$ cat src/rtl/qpsk_rx_ber_if.sv
// rtl/qpsk_rx_ber_if.sv - sample stream in, sliced bit stream out
interface qpsk_rx_ber_if;
    logic       i_valid;
    logic [7:0] i_sample;
    logic       o_bit;
    logic       o_bit_valid;

    modport master (
        output i_valid,
        output i_sample,
        input  o_bit,
        input  o_bit_valid
    );

    modport slave (
        input  i_valid,
        input  i_sample,
        output o_bit,
        output o_bit_valid
    );
endinterface

$ cat src/rtl/qpsk_rx_ber.sv
// rtl/qpsk_rx_ber.sv - QPSK rx sample picker, slicer and PRBS9 BER checker
module qpsk_rx_ber #(
    parameter int WIN_LEN = 128,
    parameter int LOS_THR = 16,
    parameter int CNT_W   = 32
) (
    input  logic             clk,
    input  logic             rst,
    input  logic             i_enable,
    input  logic [1:0]       i_phase,
    input  logic             i_clear,
    qpsk_rx_ber_if.slave     rx_if,
    output logic             o_locked,
    output logic [CNT_W-1:0] o_bit_count,
    output logic [CNT_W-1:0] o_err_count
);
    localparam int WB_W = $clog2(WIN_LEN) + 1;
    localparam logic [WB_W-1:0] WIN_END = WB_W'(WIN_LEN);
    localparam logic [WB_W-1:0] LOS_LIM = WB_W'(LOS_THR);

    typedef enum logic [1:0] {ST_IDLE, ST_LOAD, ST_CHECK} state_t;

    state_t           state_q;
    logic [1:0]       phase_cnt_q, phase_cnt_d;
    logic             bit_q, bit_d;
    logic             bit_valid_q, bit_valid_d;
    logic [8:0]       lfsr_q;
    logic [3:0]       load_cnt_q;
    logic [WB_W-1:0]  win_bits_q, win_errs_q;
    logic [CNT_W-1:0] bit_cnt_q, bit_cnt_d;
    logic [CNT_W-1:0] err_cnt_q, err_cnt_d;

    logic             decide;
    logic             exp_bit;
    logic             err_bit;
    logic             check_bit;
    logic [8:0]       lfsr_load;
    logic [WB_W-1:0]  win_bits_inc, win_errs_inc;

    always_comb begin
        decide       = rx_if.i_valid && i_enable && (phase_cnt_q == i_phase);
        phase_cnt_d  = (rx_if.i_valid && i_enable) ? phase_cnt_q + 2'd1 : phase_cnt_q;
        bit_d        = decide ? ~rx_if.i_sample[7] : bit_q;
        bit_valid_d  = decide;

        exp_bit      = lfsr_q[8] ^ lfsr_q[4];
        err_bit      = bit_q ^ exp_bit;
        check_bit    = i_enable && bit_valid_q && (state_q == ST_CHECK);
        lfsr_load    = {lfsr_q[7:0], bit_q};
        win_bits_inc = win_bits_q + WB_W'(1);
        win_errs_inc = win_errs_q + {{(WB_W-1){1'b0}}, err_bit};

        // Saturating counters; clear overrides a same-cycle increment.
        bit_cnt_d = bit_cnt_q;
        err_cnt_d = err_cnt_q;
        if (check_bit) begin
            if (~&bit_cnt_q) begin
                bit_cnt_d = bit_cnt_q + CNT_W'(1);
            end
            if (err_bit && ~&err_cnt_q) begin
                err_cnt_d = err_cnt_q + CNT_W'(1);
            end
        end
        if (i_clear) begin
            bit_cnt_d = '0;
            err_cnt_d = '0;
        end
    end

    always_ff @(posedge clk or posedge rst) begin
        if (rst) begin
            phase_cnt_q <= '0;
            bit_q       <= 1'b0;
            bit_valid_q <= 1'b0;
            bit_cnt_q   <= '0;
            err_cnt_q   <= '0;
        end else begin
            phase_cnt_q <= phase_cnt_d;
            bit_q       <= bit_d;
            bit_valid_q <= bit_valid_d;
            bit_cnt_q   <= bit_cnt_d;
            err_cnt_q   <= err_cnt_d;
        end
    end

    always_ff @(posedge clk or posedge rst) begin
        if (rst) begin
            state_q    <= ST_IDLE;
            lfsr_q     <= '0;
            load_cnt_q <= '0;
            win_bits_q <= '0;
            win_errs_q <= '0;
        end else if (!i_enable) begin
            state_q    <= ST_IDLE;
            win_bits_q <= '0;
            win_errs_q <= '0;
        end else begin
            case (state_q)
                ST_IDLE: begin
                    state_q    <= ST_LOAD;
                    load_cnt_q <= '0;
                    win_bits_q <= '0;
                    win_errs_q <= '0;
                end
                ST_LOAD: begin
                    if (bit_valid_q) begin
                        lfsr_q <= lfsr_load;
                        if (load_cnt_q == 4'd8) begin
                            load_cnt_q <= '0;
                            // An all-zero seed would lock the LFSR at zero forever.
                            if (lfsr_load != '0) begin
                                state_q <= ST_CHECK;
                            end
                        end else begin
                            load_cnt_q <= load_cnt_q + 4'd1;
                        end
                    end
                end
                ST_CHECK: begin
                    if (bit_valid_q) begin
                        lfsr_q <= {lfsr_q[7:0], exp_bit};
                        if (win_bits_inc == WIN_END) begin
                            win_bits_q <= '0;
                            win_errs_q <= '0;
                            if (win_errs_inc >= LOS_LIM) begin
                                state_q    <= ST_LOAD;
                                load_cnt_q <= '0;
                            end
                        end else begin
                            win_bits_q <= win_bits_inc;
                            win_errs_q <= win_errs_inc;
                        end
                    end
                end
                default: state_q <= ST_IDLE;
            endcase
        end
    end

    assign rx_if.o_bit       = bit_q;
    assign rx_if.o_bit_valid = bit_valid_q;
    assign o_locked          = (state_q == ST_CHECK);
    assign o_bit_count       = bit_cnt_q;
    assign o_err_count       = err_cnt_q;
endmodule

$ cat src/flat_wrapper.sv
// flat-port wrapper written by rule: the top's interface ports become plain ports
module qpsk_rx_ber_flat 
#(
    parameter int WIN_LEN = 128,
    parameter int LOS_THR = 16,
    parameter int CNT_W   = 32
)
  (clk, rst, i_enable, i_phase, i_clear, o_locked, o_bit_count, o_err_count, rx_if_i_valid, rx_if_i_sample, rx_if_o_bit, rx_if_o_bit_valid);
  qpsk_rx_ber_if rx_if_i ();
  input  logic clk;
  input  logic rst;
  input  logic i_enable;
  input  logic [1:0] i_phase;
  input  logic i_clear;
  output logic o_locked;
  output logic [CNT_W-1:0] o_bit_count;
  output logic [CNT_W-1:0] o_err_count;
  input wire logic [$bits(rx_if_i.i_valid)-1:0] rx_if_i_valid;
  input wire logic [$bits(rx_if_i.i_sample)-1:0] rx_if_i_sample;
  output wire logic [$bits(rx_if_i.o_bit)-1:0] rx_if_o_bit;
  output wire logic [$bits(rx_if_i.o_bit_valid)-1:0] rx_if_o_bit_valid;
  assign rx_if_i.i_valid = rx_if_i_valid;
  assign rx_if_i.i_sample = rx_if_i_sample;
  assign rx_if_o_bit = rx_if_i.o_bit;
  assign rx_if_o_bit_valid = rx_if_i.o_bit_valid;
  qpsk_rx_ber #(.WIN_LEN(WIN_LEN), .LOS_THR(LOS_THR), .CNT_W(CNT_W)) u_core (.clk(clk), .rst(rst), .i_enable(i_enable), .i_phase(i_phase), .i_clear(i_clear), .rx_if(rx_if_i), .o_locked(o_locked), .o_bit_count(o_bit_count), .o_err_count(o_err_count));
endmodule
$ cat config.mk
export PLATFORM = sky130hd
export DESIGN_NAME = qpsk_rx_ber_flat
export DESIGN_NICKNAME = d
export VERILOG_FILES = /design/src/rtl/qpsk_rx_ber_if.sv /design/src/rtl/qpsk_rx_ber.sv /design/src/flat_wrapper.sv
export SDC_FILE = /design/constraint.sdc
export NUM_CORES = 1
export LEC_CHECK = 0
export CAP_MARGIN = 20
export CORE_ASPECT_RATIO = 0.9
export CORE_UTILIZATION = 55
export DETAILED_ROUTE_END_ITERATION = 8
export HOLD_SLACK_MARGIN = 0.03
export PLACE_DENSITY = 0.81
export SYNTH_ARGS = -nofsm -noshare
export SYNTH_HDL_FRONTEND = slang
export SYNTH_SLANG_ARGS = --single-unit
$ cat constraint.sdc
create_clock -name clk -period 7.3 [get_ports clk]
set_input_delay 0.73 -clock clk [delete_from_list [all_inputs] [get_ports clk]]
set_output_delay 0.73 -clock clk [all_outputs]
set_load 0.01 [all_outputs]
======== Word-level counts from Yosys, hierarchy flattened ========
Cells that the tools add are included.
Widths: inputs -> output; s select.
operators by class
  add/subtract/negate cells ............... 6
  $lt $le $gt $ge ......................... 1
  eq/ne operators ......................... 17
  muxes and demuxes ....................... 31
  bitwise logic cells ..................... 3
  reduce and logical (&&, ||, !) cells .... 20
operators by type and width
  cell                   count
  $mux 32                6
  $add 32x1->32 const B  2
  $reduce_and 32->1      2
  $mux 8                 6
  $pmux 8 s2             2
  $mux 4                 5
  $mux 9                 2
  $ne 3x2->1 const B     6
  $pmux 9 s2             1
  $mux 2                 7
  $pmux 4 s3             1
  $reduce_and 6->1       2
  $reduce_bool 9->1      1
  $add 8x1->8            1
  $add 8x1->8 const B    1
  $eq 8x8->1 const B     1
  $ge 8x5->1 const B     1
  $ne 2x1->1 const B     4
  $pmux 2 s3             1
  $reduce_and 2->1       3
  $reduce_bool 2->1      3
  $logic_and 1x1->1      5
  $add 4x1->4 const B    1
  $eq 4x4->1 const B     1
  other kinds (12)       13
storage, ports and cells
  register bits ........................... 99
  input port bits ......................... 15
  output and inout port bits .............. 67
  logic and storage cells ................. 88

======== Longest topological paths before layout ========
Gate-level depths: netlist of the first run.
  depth in word-level cells ............... 9
  gate-level depth with buffers ........... 8
  gate-level depth less buffers ........... 8

======== Least setup slack after synthesis of the first run ========
No wires, ideal clock.
  kind .................................... input port to flip-flop
  start point ............................. input i_clear
  end point ............................... register u_core.bit_cnt_q[11] (netlist: u_core.o_bit_count[11])
  library setup time ...................... 0.125 ns
  arrival time ............................ 2.146 ns
  data required time ...................... 7.175 ns
  path slack .............................. 5.029 ns
  stages on the path ...................... 6
  buffers on the path ..................... 1
  cells stage by stage .................... nand2b_1 > or4_1 > and4bb_2 > buf_4 > nor3b_1 > mux2_2
on the way
  cells in the longest elaborated chain, start to end .. 2
  elaborated cells on any way between the ends .. 4
  those cells by class .................... eq/ne: 1; mux: 1; reduce/logical: 2
RTL lines
  element                                                                  RTL line            RTL
  start: declaration                                                       flat_wrapper.sv:14  input logic i_clear;
  $ne 2x2->1 (no source line) / $reduce_bool 2->1 (equally long branches)  -
  $reduce_and 2->1 (no source line)                                        -
  end signal: assignment                                                   qpsk_rx_ber.sv:81   bit_cnt_q <= bit_cnt_d;
  end: declaration                                                         qpsk_rx_ber.sv:30   logic [CNT_W-1:0] bit_cnt_q, bit_cnt_d;
Several ways; a longest one is shown, not always the timed one.
A chain may end at the register's enable or synchronous reset.

======== Final worst setup path of the first run ========
  start point ............................. input i_enable
  end point ............................... register u_core.bit_cnt_q[29] (netlist: u_core.o_bit_count[29])
on the way
  cells in the longest elaborated chain, start to end .. 4
RTL lines
  element                             RTL line            RTL
  start: declaration                  flat_wrapper.sv:12  input logic i_enable;
  $logic_and 1x1->1 (2 in series)     qpsk_rx_ber.sv:48   check_bit = i_enable && bit_valid_q && (state_q == ST_CHECK);
  $reduce_bool 2->1 (no source line)  -
  $reduce_and 2->1 (no source line)   -
No other way between the ends.

==> results.cfg, run 1 <==
[run_status]
status = finished clean

[yosys]
synth-compound-area-share = 0.158
synth_cell_type_count = 64
syn_inst = 603
async_reset_ff_frac = 1.00
syn_avg_cell_area_um2 = 9.26
synth_top_family_by_area = simple AND/OR/NAND/NOR gates
ys_ff_latch = 99
netlist_area_um2 = 5580
muxShareOfSynthArea = 0.0399
syn_nets = 625
synth_enable_flop_cells = 0
yosysSeqAreaShare = 0.444
synth_xor_area_frac = 0.0276
synthAdderAreaFrac = 0.0157
synthSimpleGateAreaFrac = 0.276
synthFlopType = dfrtp_1
yosysWarnings = 0

[power_and_ir_drop]
p_total_mw = 1.33
power_density_nw_per_um2 = 198
peakVddDrop_mv = 0.165
leakage_nw = 2.55

[clock_tree]
ctsHoldBuffers = 0
cts_tree = yes
clkLatencyLatePin_ns = 0.35
clkSinkCount = 99
cts-root-buf = clkbuf_16
htreeDepth = 3
cts_max_path_buffers = 2
ctsResizeCount = 0
cts_setup_buffers = 0
numCtsBuffers = 9
clk_pin_slew_ns = 0.07

[timing]
hold_violations = 0
slew_headroom = 0.432
maxSlewViolCount = 0
finalClockSkew_ns = 0.00641
tns_ns = 0
fmax_ghz = 0.265
rsz0062_at_grt = no
worstMarginPinSlew_ns = 0.852
min_period_ns = 3.78
setup_violations = 0
fin_crit_sh = 0.517

[worst_setup_path]
start_kind = input pin
crit_path_end_kind = flop
crit_fanout = 16
worstPathArrival_ns = 4.04
reg2regPathDepth = 5
worstReg2RegStart = u_core.state_q[0]
criticalPathCategory = in -> reg
required_ns = 7.57
worstReg2RegEnd = u_core.o_bit_count[29]
reg2reg_setup_slack_ns = 4.21

[layout]
finalCoreUtilization = 0.684
final_common_cell = dfrtp_1
final_area_um2 = 6690
drive_gt1_frac = 0.0864
final_cell_mix = 99 x dfrtp_1, 73 x clkdlybuf4s50_1, 56 x a21oi_1, 42 x o21ai_0, 41 x nor2_1
area_delta_synth_final_pct = 19.8
final_nets = 689
diodes = 0
finalNonFillerCells = 797

[floorplanning]
die-area_um2 = 10600
ios = 82
rows = 34
start_util = 0.570
core-area_um2 = 9780
die_y_um = 97.6
dieWidth_um = 108

[place]
portBuffers = 74
place_area_um2 = 6360
gp_routability_congestion = 0.830
placedCellCount = 781
hpwl_mm = 8.68

[global_route]
grt_pass1_vias = 4701
grt_pass1_wl_mm = 22.1
grt_usage = 0.261
grt_max_degree = 78
antenna_found_initial = 0
overflow = 0

[route]
ant_nets = 0
drc_errors = 0
vias = 4948
avgViaCountPerCell = 6.21
firstDrtPassIters = 4
wl_per_cell_um = 16.2
routed_wl_mm = 12.9
initialDrtViolationCount = 281

[hold_path]
hp-class = reg -> reg
hp-start = u_core.phase_cnt_q[1]
hold_end = u_core.phase_cnt_q[1]
hold_path_depth = 1

[job]
drv_cap = 0
==> worst max-delay path: stages <==
cell,delay (ns)
clkdlybuf4s50_1,0.79
nand4b_1,0.61
nor2_1,0.69
o2111ai_1,0.56
or3_1,0.51
a21oi_1,0.15
==> per-layer routing <==
metal  vias up  share of wire  track usage
met1      2409           0.45        0.348
met3        14          0.052       0.0503
li1       2376              -            -
met2       149           0.48        0.422
met4         0          0.011       0.0875
met5         -              0            0
==> cell families after synthesis <==
logic type,Yosys count
simple gates,266
compound gates,146
flops,99
buf+inv,49
mux,20
xor+xnor,16
fa+ha+maj,7
==> metrics by stage <==
stage               hold WS, ns  setup slack, ns
floorplan                 0.464             3.98
global placement          0.480             3.34
detailed placement        0.496             3.26
CTS                       0.508             3.57
global route              0.515             3.20
finish                    0.506             3.52
==> synth_stat cells (3+ instances only) <==
cell	instances	area [µm²]
a21oi_1	56	280
a31oi_1	4	25.0
and3_1	11	68.8
and4_1	4	35.0
buf_2	3	15.0
buf_4	3	22.5
clkbuf_1	13	48.8
dfrtp_1	99	2480
ha_1	7	87.6
inv_1	25	93.8
mux2_2	18	203
nand2_1	38	143
nand2b_1	5	31.3
nand3_1	32	160
nand4_1	22	138
nor2_1	41	154
nor2b_1	13	81.3
nor3_1	10	50.1
nor3b_1	3	22.5
nor4_1	8	50.1
nor4b_1	4	35.0
o21ai_0	42	210
o31ai_1	25	188
or2_2	4	25.0
or3_1	30	188
or3_2	3	22.5
or4_1	23	173
xnor2_1	6	52.6
xor2_1	9	78.8
==> final cells by class <==
class | count | area (µm²)
timing repair buffer | 77 | 766
sequential | 99 | 2480
tap | 126 | 158
clock buffer | 10 | 229
inverter | 25 | 96.3
multi-input combinational | 455 | 2880
fill | 759 | 3100
clock inverter | 5 | 78.8
==> state kept, by name, indices dropped and copies added (netlist names) <==
register                  count
u_core.rx_if.o_bit_valid      1
u_core.state_q                2
u_core.win_bits_q             8
u_core.o_bit_count           32
u_core.rx_if.o_bit            1
u_core.phase_cnt_q            2
u_core.load_cnt_q             4
u_core.lfsr_q                 9
u_core.win_errs_q             8
u_core.o_err_count           32
==> worst max-delay path by stage <==
stage | slack [ns] | end | cells after the start | start
global placement | 3.34 | u_core.o_bit_count[29] | 6 | i_enable
finish | 3.52 | u_core.o_bit_count[29] | 6 | i_enable
CTS | 3.57 | u_core.o_bit_count[29] | 6 | i_enable
floorplan | 3.98 | u_core.lfsr_q[0] | 1 | rst
global route | 3.20 | u_core.o_bit_count[29] | 6 | i_enable
detailed placement | 3.26 | u_core.o_bit_count[29] | 6 | i_enable
==> power by group <==
group | total [mW] | switching [mW] | internal [mW]
clock network | 0.504 | 0.206 | 0.298
logic | 0.204 | 0.117 | 0.0875
registers | 0.618 | 0.0394 | 0.579
Power figures use the tool's default switching activity.
==> run 2: changes to the inputs <==
--- a/config.mk
+++ b/config.mk
@@ -7,10 +7,10 @@
 export LEC_CHECK = 0
 export CAP_MARGIN = 20
 export CORE_ASPECT_RATIO = 0.9
-export CORE_UTILIZATION = 55
+export CORE_UTILIZATION = 50
 export DETAILED_ROUTE_END_ITERATION = 8
 export HOLD_SLACK_MARGIN = 0.03
-export PLACE_DENSITY = 0.81
+export PLACE_DENSITY = 0.77
 export SYNTH_ARGS = -nofsm -noshare
 export SYNTH_HDL_FRONTEND = slang
 export SYNTH_SLANG_ARGS = --single-unit
==> constraint.sdc (replaced) <==
create_clock -name clk -period 3.2 [get_ports clk]
set_input_delay 0.32 -clock clk [delete_from_list [all_inputs] [get_ports clk]]
set_output_delay 0.32 -clock clk [all_outputs]
set_load 0.01 [all_outputs]
==> run 2 against run 1 <==
Effect of this change:
- sequential cell count unchanged
- final area is 0.92% higher
- total power is 120% higher
- clock power grew 110%
- critical path type is now reg -> reg
- global-route usage is 2.1 points lower
==> results.cfg, run 2 (synthesis results as in run 1) <==
[clock_tree]
clkLatencyLatePin_ns = 0.35
cts-root-buf = clkbuf_16
clk_pin_slew_ns = 0.07
numCtsBuffers = 9
cts_setup_buffers = 0
htreeDepth = 3
cts_max_path_buffers = 2
cts_tree = yes
ctsHoldBuffers = 0
clkSinkCount = 99
ctsResizeCount = 0

[worst_setup_path]
worstReg2RegStart = u_core.o_err_count[0]
slowest_stage = o31ai_4
worstPathArrival_ns = 2.82
start_kind = flop
timing.critical_path.cells = ha_1 -> nand4_1 -> or4_1 -> o31ai_4 -> buf_4 -> mux2i_1 -> nor2_1
criticalPathCategory = reg -> reg
cp-startpoint = u_core.o_err_count[0]
required_ns = 3.43
crit_buf_inv = 1
crit_fanout = 17
crit_path_max_incr_delay_ns = 0.61
cp_top_family = simple AND/OR/NAND/NOR gates
crit_path_end_kind = flop

[route]
drc_errors = 0
wl_per_cell_um = 15.7
ant_nets = 0
avgViaCountPerCell = 5.98
vias = 4970
routed_wl_mm = 13.1
initialDrtViolationCount = 210
firstDrtPassIters = 4

[layout]
final_common_cell = dfrtp_1
n_fill_cell = 924
regArea_um2 = 2480
drive_gt1_frac = 0.0972
diodes = 0
multi_input_area_um2 = 2880
final_nets = 696
final_cell_mix = 99 x dfrtp_1, 73 x clkdlybuf4s50_1, 56 x a21oi_1, 42 x o21ai_0, 41 x nor2_1
area_delta_synth_final_pct = 20.9
finalNonFillerCells = 831

[job]
drv_cap = 0

[place]
dp_slack_ns = 0.509
placedCellCount = 815
portBuffers = 74
gp_routability_congestion = 0.840
hpwl_mm = 8.95

[timing]
finalClockSkew_ns = 0.00817
rsz0062_at_grt = no
setup_ws_ns = 0.608
maxSlewViolCount = 0
slew_headroom = 0.426
min_period_ns = 2.59
fmax_ghz = 0.386
worstMarginPinSlew_ns = 0.861
hold_violations = 0
setup_violations = 0
tns_ns = 0
fin_crit_sh = 0.810

[global_route]
grt_pass1_vias = 4665
grt_usage = 0.239
grt_max_degree = 53
antenna_found_initial = 0
overflow = 0
grt_pass1_wl_mm = 22.0

[floorplanning]
rows = 36
ios = 82
start_util = 0.514
core-area_um2 = 10900
die_y_um = 102
dieWidth_um = 113
die-area_um2 = 11600

[run_status]
status = finished clean

[power_and_ir_drop]
peakVddDrop_mv = 0.256
power_density_nw_per_um2 = 434
p_total_mw = 2.93
leakage_nw = 2.58

[hold_path]
hp-class = in -> async
[run 2: cell types whose count changed in the layout (fill, tap and decap cells not counted), sizes merged]
cell	delta
buf	+7
bufinv	-2
inv	+2
clkbuf	+1
[run 2: final cells by class]
type,instances,share of cell area
flip-flops and latches,99,0.367
well taps,152,0.0282
clock buffers,11,0.0360
repair buffers,84,0.122
inverters,25,0.0143
clock inverters,5,0.00538
multi-input cells,455,0.427
[run 2: path summary, 6_finish.rpt]
check | slack, ns | endpoint | cells after the start
min in group clk | 0.50 | u_core.o_err_count[14] | 3
setup / recovery | 0.61 | u_core.o_err_count[1] | 7
max in group asynchronous | 2.10 | u_core.o_bit_count[19] | 3
hold reg to reg | 0.51 | u_core.phase_cnt_q[1] | 1
hold / removal | 0.43 | u_core.win_errs_q[7] | 2
setup reg to reg | 0.61 | u_core.o_err_count[1] | 7
[run 2: power by group]
group / switching [mW] / leakage (nW) / total, mW / internal, mW
sequential: 0.0939 / 1.36 / 1.41 / 1.32
clock: 0.485 / 0.140 / 1.04 / 0.553
combinational: 0.274 / 1.07 / 0.477 / 0.203
[run 2: stage by stage]
stage | utilization | hold WS, ns | instance area [µm²]
floorplan | - | 0.405 | 5580
global placement | 0.596 | 0.479 | 6470
detailed placement | 0.596 | 0.491 | 6470
CTS | 0.622 | 0.454 | 6750
global route | 0.622 | 0.509 | 6750
finish | 0.622 | 0.433 | 6750
[run 2: metal layers]
metal	global-route usage	share of wire
met5	0	0
met4	0.0628	0.0065
met3	0.0652	0.051
met2	0.395	0.48
met1	0.315	0.46
[run 2: worst reg2reg max path, stage by stage (launching register included)]
cell and delay (ns):
dfrtp_1 0.43, ha_1 0.26, nand4_1 0.13, or4_1 0.54, o31ai_4 0.61, buf_4 0.27
mux2i_1 0.18, nor2_1 0.05
